### src/rtl/serializer_arb.sv
// serializer_arb
// Round-robin arbiter that lets REQ_CNT requesters share one bit serializer.
// A requester's word is accepted in IDLE, issued to the serializer as a
// single-cycle strobe, and then the block waits for the serializer to go busy
// and come back idle. It gives up if the serializer never starts.
// A word whose bit count is 1 or 2 is accepted but discarded.
//
// Ports
//   clk_i           rising-edge clock
//   srst_i          synchronous active-high reset
//   req_data_i      packed per-requester words, requester k at [k*DATA_W +: DATA_W]
//   req_data_mod_i  packed per-requester bit counts (MSB-first, 0 = all bits)
//   req_data_val_i  per-requester request valid
//   req_ready_o     one-hot accept, combinational, only in IDLE
//   ser_busy_i      serializer busy flag
//   data_o          word presented to the serializer
//   data_mod_o      bit count presented to the serializer
//   data_val_o      one-cycle issue strobe
//   grant_id_o      index of the requester owning the current transfer
//   drop_o          one-cycle pulse: accepted word discarded
//   timeout_o       one-cycle pulse: serializer never went busy after issue
module serializer_arb #(
    parameter int REQ_CNT  = 4,
    parameter int DATA_W   = 16,
    parameter int START_TO = 2,
    localparam int MOD_W   = $clog2(DATA_W),
    localparam int ID_W    = $clog2(REQ_CNT)
) (
    input  logic                      clk_i,
    input  logic                      srst_i,
    input  logic [REQ_CNT*DATA_W-1:0] req_data_i,
    input  logic [REQ_CNT*MOD_W-1:0]  req_data_mod_i,
    input  logic [REQ_CNT-1:0]        req_data_val_i,
    output logic [REQ_CNT-1:0]        req_ready_o,
    input  logic                      ser_busy_i,
    output logic [DATA_W-1:0]         data_o,
    output logic [MOD_W-1:0]          data_mod_o,
    output logic                      data_val_o,
    output logic [ID_W-1:0]           grant_id_o,
    output logic                      drop_o,
    output logic                      timeout_o
);

    localparam int TO_W = $clog2(START_TO + 1);

    typedef enum logic [1:0] {
        IDLE       = 2'd0,
        ISSUE      = 2'd1,
        WAIT_START = 2'd2,
        WAIT_DONE  = 2'd3
    } state_t;

    state_t              state_r;
    state_t              state_nxt_s;
    logic [ID_W-1:0]     rr_ptr_r;
    logic [DATA_W-1:0]   data_r;
    logic [MOD_W-1:0]    mod_r;
    logic [ID_W-1:0]     grant_r;
    logic                data_val_r;
    logic                drop_r;
    logic                timeout_r;
    logic [TO_W-1:0]     to_cnt_r;

    logic [ID_W:0]       pick_s;
    logic                found_s;
    logic [ID_W-1:0]     win_s;
    logic [DATA_W-1:0]   sel_data_s;
    logic [MOD_W-1:0]    sel_mod_s;
    logic                illegal_s;
    logic                accept_s;
    logic                to_fire_s;
    logic [REQ_CNT-1:0]  ready_s;

    // Returns {found, index}: first valid requester at or after ptr, wrapping.
    function automatic logic [ID_W:0] rr_pick(input logic [REQ_CNT-1:0] val,
                                              input logic [ID_W-1:0]    ptr);
        logic [ID_W:0]   res;
        logic            found;
        logic [ID_W-1:0] idx;
        res   = {(ID_W+1){1'b0}};
        found = 1'b0;
        for (int i = 0; i < REQ_CNT; i++) begin
            idx = ID_W'((int'(ptr) + i) % REQ_CNT);
            if (!found && val[idx]) begin
                found = 1'b1;
                res   = {1'b1, idx};
            end else begin
                res = res;
            end
        end
        return res;
    endfunction

    // Winner selection and AND-OR mux of the winner's word and bit count.
    always_comb begin
        pick_s     = rr_pick(req_data_val_i, rr_ptr_r);
        found_s    = pick_s[ID_W];
        win_s      = pick_s[ID_W-1:0];
        sel_data_s = {DATA_W{1'b0}};
        sel_mod_s  = {MOD_W{1'b0}};
        for (int k = 0; k < REQ_CNT; k++) begin
            sel_data_s = sel_data_s |
                (req_data_i[k*DATA_W +: DATA_W] & {DATA_W{win_s == ID_W'(k)}});
            sel_mod_s  = sel_mod_s |
                (req_data_mod_i[k*MOD_W +: MOD_W] & {MOD_W{win_s == ID_W'(k)}});
        end
        // Counts of 1 or 2 bits are not supported by the serializer.
        illegal_s = (sel_mod_s == MOD_W'(1)) || (sel_mod_s == MOD_W'(2));
    end

    // FSM next-state logic and accept handshake; reset suppresses any accept.
    always_comb begin
        state_nxt_s = state_r;
        accept_s    = 1'b0;
        to_fire_s   = 1'b0;
        ready_s     = {REQ_CNT{1'b0}};
        case (state_r)
            IDLE: begin
                if (found_s && !srst_i) begin
                    accept_s    = 1'b1;
                    ready_s     = REQ_CNT'(1) << win_s;
                    state_nxt_s = illegal_s ? IDLE : ISSUE;
                end else begin
                    state_nxt_s = IDLE;
                end
            end
            ISSUE: begin
                state_nxt_s = WAIT_START;
            end
            WAIT_START: begin
                if (ser_busy_i) begin
                    state_nxt_s = WAIT_DONE;
                end else if (to_cnt_r == TO_W'(START_TO - 1)) begin
                    to_fire_s   = 1'b1;
                    state_nxt_s = IDLE;
                end else begin
                    state_nxt_s = WAIT_START;
                end
            end
            WAIT_DONE: begin
                if (!ser_busy_i) begin
                    state_nxt_s = IDLE;
                end else begin
                    state_nxt_s = WAIT_DONE;
                end
            end
            default: begin
                state_nxt_s = IDLE;
            end
        endcase
    end

    // FSM state register.
    always_ff @(posedge clk_i) begin
        if (srst_i) begin
            state_r <= IDLE;
        end else begin
            state_r <= state_nxt_s;
        end
    end

    // Datapath registers: captured word, grant, round-robin pointer, pulses.
    always_ff @(posedge clk_i) begin
        if (srst_i) begin
            rr_ptr_r   <= {ID_W{1'b0}};
            data_r     <= {DATA_W{1'b0}};
            mod_r      <= {MOD_W{1'b0}};
            grant_r    <= {ID_W{1'b0}};
            data_val_r <= 1'b0;
            drop_r     <= 1'b0;
            timeout_r  <= 1'b0;
            to_cnt_r   <= {TO_W{1'b0}};
        end else begin
            data_val_r <= 1'b0;
            drop_r     <= 1'b0;
            timeout_r  <= to_fire_s;
            if (accept_s) begin
                data_r     <= sel_data_s;
                mod_r      <= sel_mod_s;
                grant_r    <= win_s;
                rr_ptr_r   <= (win_s == ID_W'(REQ_CNT - 1)) ? {ID_W{1'b0}}
                                                            : win_s + ID_W'(1);
                drop_r     <= illegal_s;
                data_val_r <= !illegal_s;
            end
            // Counter runs only while staying in WAIT_START.
            if (state_r == WAIT_START && state_nxt_s == WAIT_START) begin
                to_cnt_r <= to_cnt_r + TO_W'(1);
            end else begin
                to_cnt_r <= {TO_W{1'b0}};
            end
        end
    end

    assign req_ready_o = ready_s;
    assign data_o      = data_r;
    assign data_mod_o  = mod_r;
    assign grant_id_o  = grant_r;
    // The strobe is masked if the serializer is already busy.
    assign data_val_o  = data_val_r & ~ser_busy_i;
    assign drop_o      = drop_r;
    assign timeout_o   = timeout_r;

endmodule

### config.mk
export PLATFORM = sky130hd
export DESIGN_NAME = serializer_arb
export DESIGN_NICKNAME = d
export VERILOG_FILES = /design/src/rtl/serializer_arb.sv
export SDC_FILE = /design/constraint.sdc
export NUM_CORES = 1
export LEC_CHECK = 0
export CAP_MARGIN = 20
export CORE_ASPECT_RATIO = 1.1
export CORE_MARGIN = 10
export CORE_UTILIZATION = 32
export CTS_CLUSTER_SIZE = 14
export DETAILED_ROUTE_END_ITERATION = 10
export PLACE_DENSITY = 0.87
export SLEW_MARGIN = 10
export SYNTH_ARGS = -nofsm -noshare
export SYNTH_HDL_FRONTEND = slang
export SYNTH_SLANG_ARGS = --single-unit
### constraint.sdc
create_clock -name clk_i -period 2.1 [get_ports clk_i]
set_clock_uncertainty 0.1 [all_clocks]
set_input_delay 0.315 -clock clk_i [delete_from_list [all_inputs] [get_ports clk_i]]
set_output_delay 0.315 -clock clk_i [all_outputs]
set_load 0.01 [all_outputs]
==> results.md <==
* Synth cell types at 37
* WL/cell at 18.4 um
* Largest family of logic cells by synthesized area: compound AO/OA/AOI/OAI gates
* CP Buf/Inv Count at 1
* Asr flop ratio synth at 0%
* Clk_lat worst skew at 280 ps
* Area Growth Syn to Fin at 94.6%
* Syn_area_per_cell at 8.61 um^2
* Placed cells at 379
* Max Cap Violations at 0
* DIE AREA at 0.00848 mm^2
* RePlAce Congestion at 0.852
* Mux cell area share after synthesis at 0%
* CP Launch Type: flop
* Remaining global-route overflow at 0
* Crit end category: flop
* Adder-Cell Fraction of Synth Area at 2.26%
* FP Rows at 27
* Initial core utilization at 33.0%
* Layout cell share with drive strength beyond 1 at 19.8%
* Hold WS at 321 ps
* Mapped Cells at 193
* CTS tree: yes
* Max_slew headroom at 66.2%
* Sequential share of power at 24.9%
* DIE HEIGHT at 95.6 um
* First-pass GRT wire length at 10.7 mm
* Status: finished, violations left
* Tightest Hold Check Type: flop to flop
* Total CTS buffers at 5
* Synthesized flop and latch total at 31
* Final Util at 64.2%
* DR iter-0 viols at 102
* Core Box Area at 0.00503 mm^2
* Wire length after detailed routing at 7.21 mm
* Crit-path max cell delay at 380 ps
* Clk sink count at 31
* Static Leak at 1.29 nW
* Post-synth EDFFs at 0
* Fin. max-slew vios at 0
* H-tree lvl count at 2
* Layout Cells excl Fill at 391
* F_max at 425 MHz
* Dpl hpwl at 5.75 mm
* CP Cell Sequence: and2b_1 > o21ai_1 > o221a_2 > inv_2 > ha_4 > a22o_1 > a221o_1 > xor2_4 > a311oi_2
* Vias in the first global route at 2172
* CTS Root Buffer Type: clkbuf_8
* Critical Path Fanout Max at 5
* Comb power frac at 62.9%
* Fin nets at 423
* Io pins at 116
* NetSw at 1.46 mW
* Fin crit share at 112%
* Maximum number of pins on one net before global-route repair at 28
* Routed Antenna Nets at 0
* Clock Power Share at 12.2%
* CP Data Arrival Time at 2440 ps
* Sequential element share of the synthesized area at 37.3%
* 1st-pass router iterations at 5
* Failing checks: setup timing
* DRC at 0
* Hold-fix buffers, CTS at 0
* RSZ-0062 raised after global routing: true
* Cell Area, Synth at 0.00166 mm^2
* Total track usage at 16.1%
* Initial antenna violation count at 0
* Pre-CTS setup slack at -696 ps
* Critical-path top delay cell: dfxtp_4
* I/O Buffers at 115
* DIE WIDTH at 88.7 um
* Most used DFF post-synth: dfxtp_1
* Post-layout min period at 2350 ps
* Synth Area in XOR/XNOR at 0.979%
* Compound-Gate Fraction of Synth Area at 35.7%
* Final Hold Viols at 0
* Ys Warns at 0
* Diodes inserted at 0
* Vias/cell at 5.37
* Via count at 2101
* Setup violators final at 8
* Clk slew on worst S/H paths at 60 ps
* Worst Setup Path Type: flop to flop
* Worst slew pin tran at 507 ps
* Switching share of power at 37.8%
* Maximum vdd drop at 538 uV
* Power per cell area at 1190 mW/mm^2
* Setup ws final at -254 ps
* Pwr Total at 3.86 mW
* Post-Synth Simple-Gate Area at 17.1%
* Mapped Nets at 283
* Critical Path RT at 2190 ps
* Crit-path leading delay family: compound AO/OA/AOI/OAI gates
* Internal Pwr Total at 2.40 mW
* Clock buffer depth at 2
==> metal layers <==
layer | wire length [um] | GRT usage (%) | vias up
met4 | 128 | 4.85 | 0
li1 | - | - | 1011
met2 | 3810 | 29.2 | 105
met5 | 0 | 0 | -
met3 | 841 | 7.34 | 12
met1 | 2430 | 16.0 | 973
==> per-stage QoR <==
| step | TNS [ps] | cell area (um^2) |
|---|---|---|
| floorplan | -88.6 | 1710 |
| global placement | -12150 | 3060 |
| detailed placement | -13940 | 3060 |
| CTS | -930 | 3210 |
| global route | -2100 | 3230 |
| finish | -1100 | 3230 |
==> cell families (layout without fill, tap and decap cells) <==
logic type | count (synthesis) | count (layout)
adder cells (fa/ha/maj) | 3 | 3
AND/OR/NAND/NOR | 61 | 61
buffers and inverters | 22 | 162
AO/OA/AOI/OAI | 75 | 75
flip-flops | 31 | 31
XOR/XNOR | 1 | 1
==> power groups by stage <==
stage                     Combinational (mW)  Clock, mW  Sequential (mW)
after floorplan                         1.13          0             1.05
after global placement                  2.27          0            0.953
after detailed placement                2.32          0            0.963
after CTS                               2.41      0.485            0.962
after global routing                    2.63      0.502            0.997
final                                   2.43      0.471            0.962
==> area by class of cell <==
cell class,count,area [um^2]
multi-input combinational,140,1010
fill,435,1800
sequential,31,626
clock buffer,6,82.6
timing repair buffer,150,1420
tap,58,72.6
clock inverter,1,5.00
inverter,5,18.8
==> placed cells by master, fill, tap and decap left out, types with 3 or more instances in the layout <==
| cell | count |
|---|---|
| buf_2 | 4 |
| inv_2 | 3 |
| nor3_1 | 5 |
| nor2_1 | 32 |
| a221o_1 | 3 |
| a22o_1 | 4 |
| nand2_1 | 8 |
| a211oi_1 | 17 |
| a222oi_1 | 16 |
| clkdlybuf4s50_1 | 107 |
| dlygate4sd2_1 | 3 |
| a21oi_1 | 23 |
| dfxtp_1 | 29 |
| clkbuf_8 | 6 |
| buf_4 | 31 |
==> what timing repair did <==
item                                    CTS  global route
endpoints found under the setup margin   27            20
resized for setup                        29             7
buffers inserted                          3             2
pin swaps                                11            11
==> final timing paths <==
| check | from | end | slack, ps | cells after the start |
|---|---|---|---|---|
| setup / recovery | rr_ptr_r[0] | state_r[0] | -250 | 9 |
| hold / removal | to_cnt_r[0] | to_cnt_r[0] | 320 | 1 |
| setup reg to reg | rr_ptr_r[0] | state_r[0] | -250 | 9 |
| hold reg to reg | to_cnt_r[0] | to_cnt_r[0] | 320 | 1 |
==> sequential cells by signal, indices dropped and copies added, names as in the netlist <==
name / flops
rr_ptr_r: 2
data_val_r: 1
state_r: 2
drop_o: 1
to_cnt_r: 2
grant_id_o: 2
data_mod_o: 4
data_o: 16
timeout_o: 1
==> Yosys cell counts (2+ instances only) <==
| master | number | area (um^2) |
|---|---|---|
| a21oi_1 | 23 | 115 |
| a22o_1 | 4 | 35.0 |
| a221o_1 | 3 | 30.0 |
| clkbuf_1 | 8 | 30.0 |
| dfxtp_1 | 31 | 621 |
| a211oi_1 | 17 | 128 |
| inv_1 | 5 | 18.8 |
| ha_1 | 3 | 37.5 |
| buf_2 | 4 | 20.0 |
| o21ai_0 | 2 | 10.0 |
| nor2b_1 | 3 | 18.8 |
| nor2_1 | 33 | 124 |
| nand2_1 | 8 | 30.0 |
| buf_4 | 4 | 30.0 |
| nor3_1 | 6 | 30.0 |
| nand2b_1 | 2 | 12.5 |
| a222oi_1 | 16 | 160 |
| and2b_1 | 2 | 15.0 |
No activity file was read; power rests on OpenSTA's default activity.
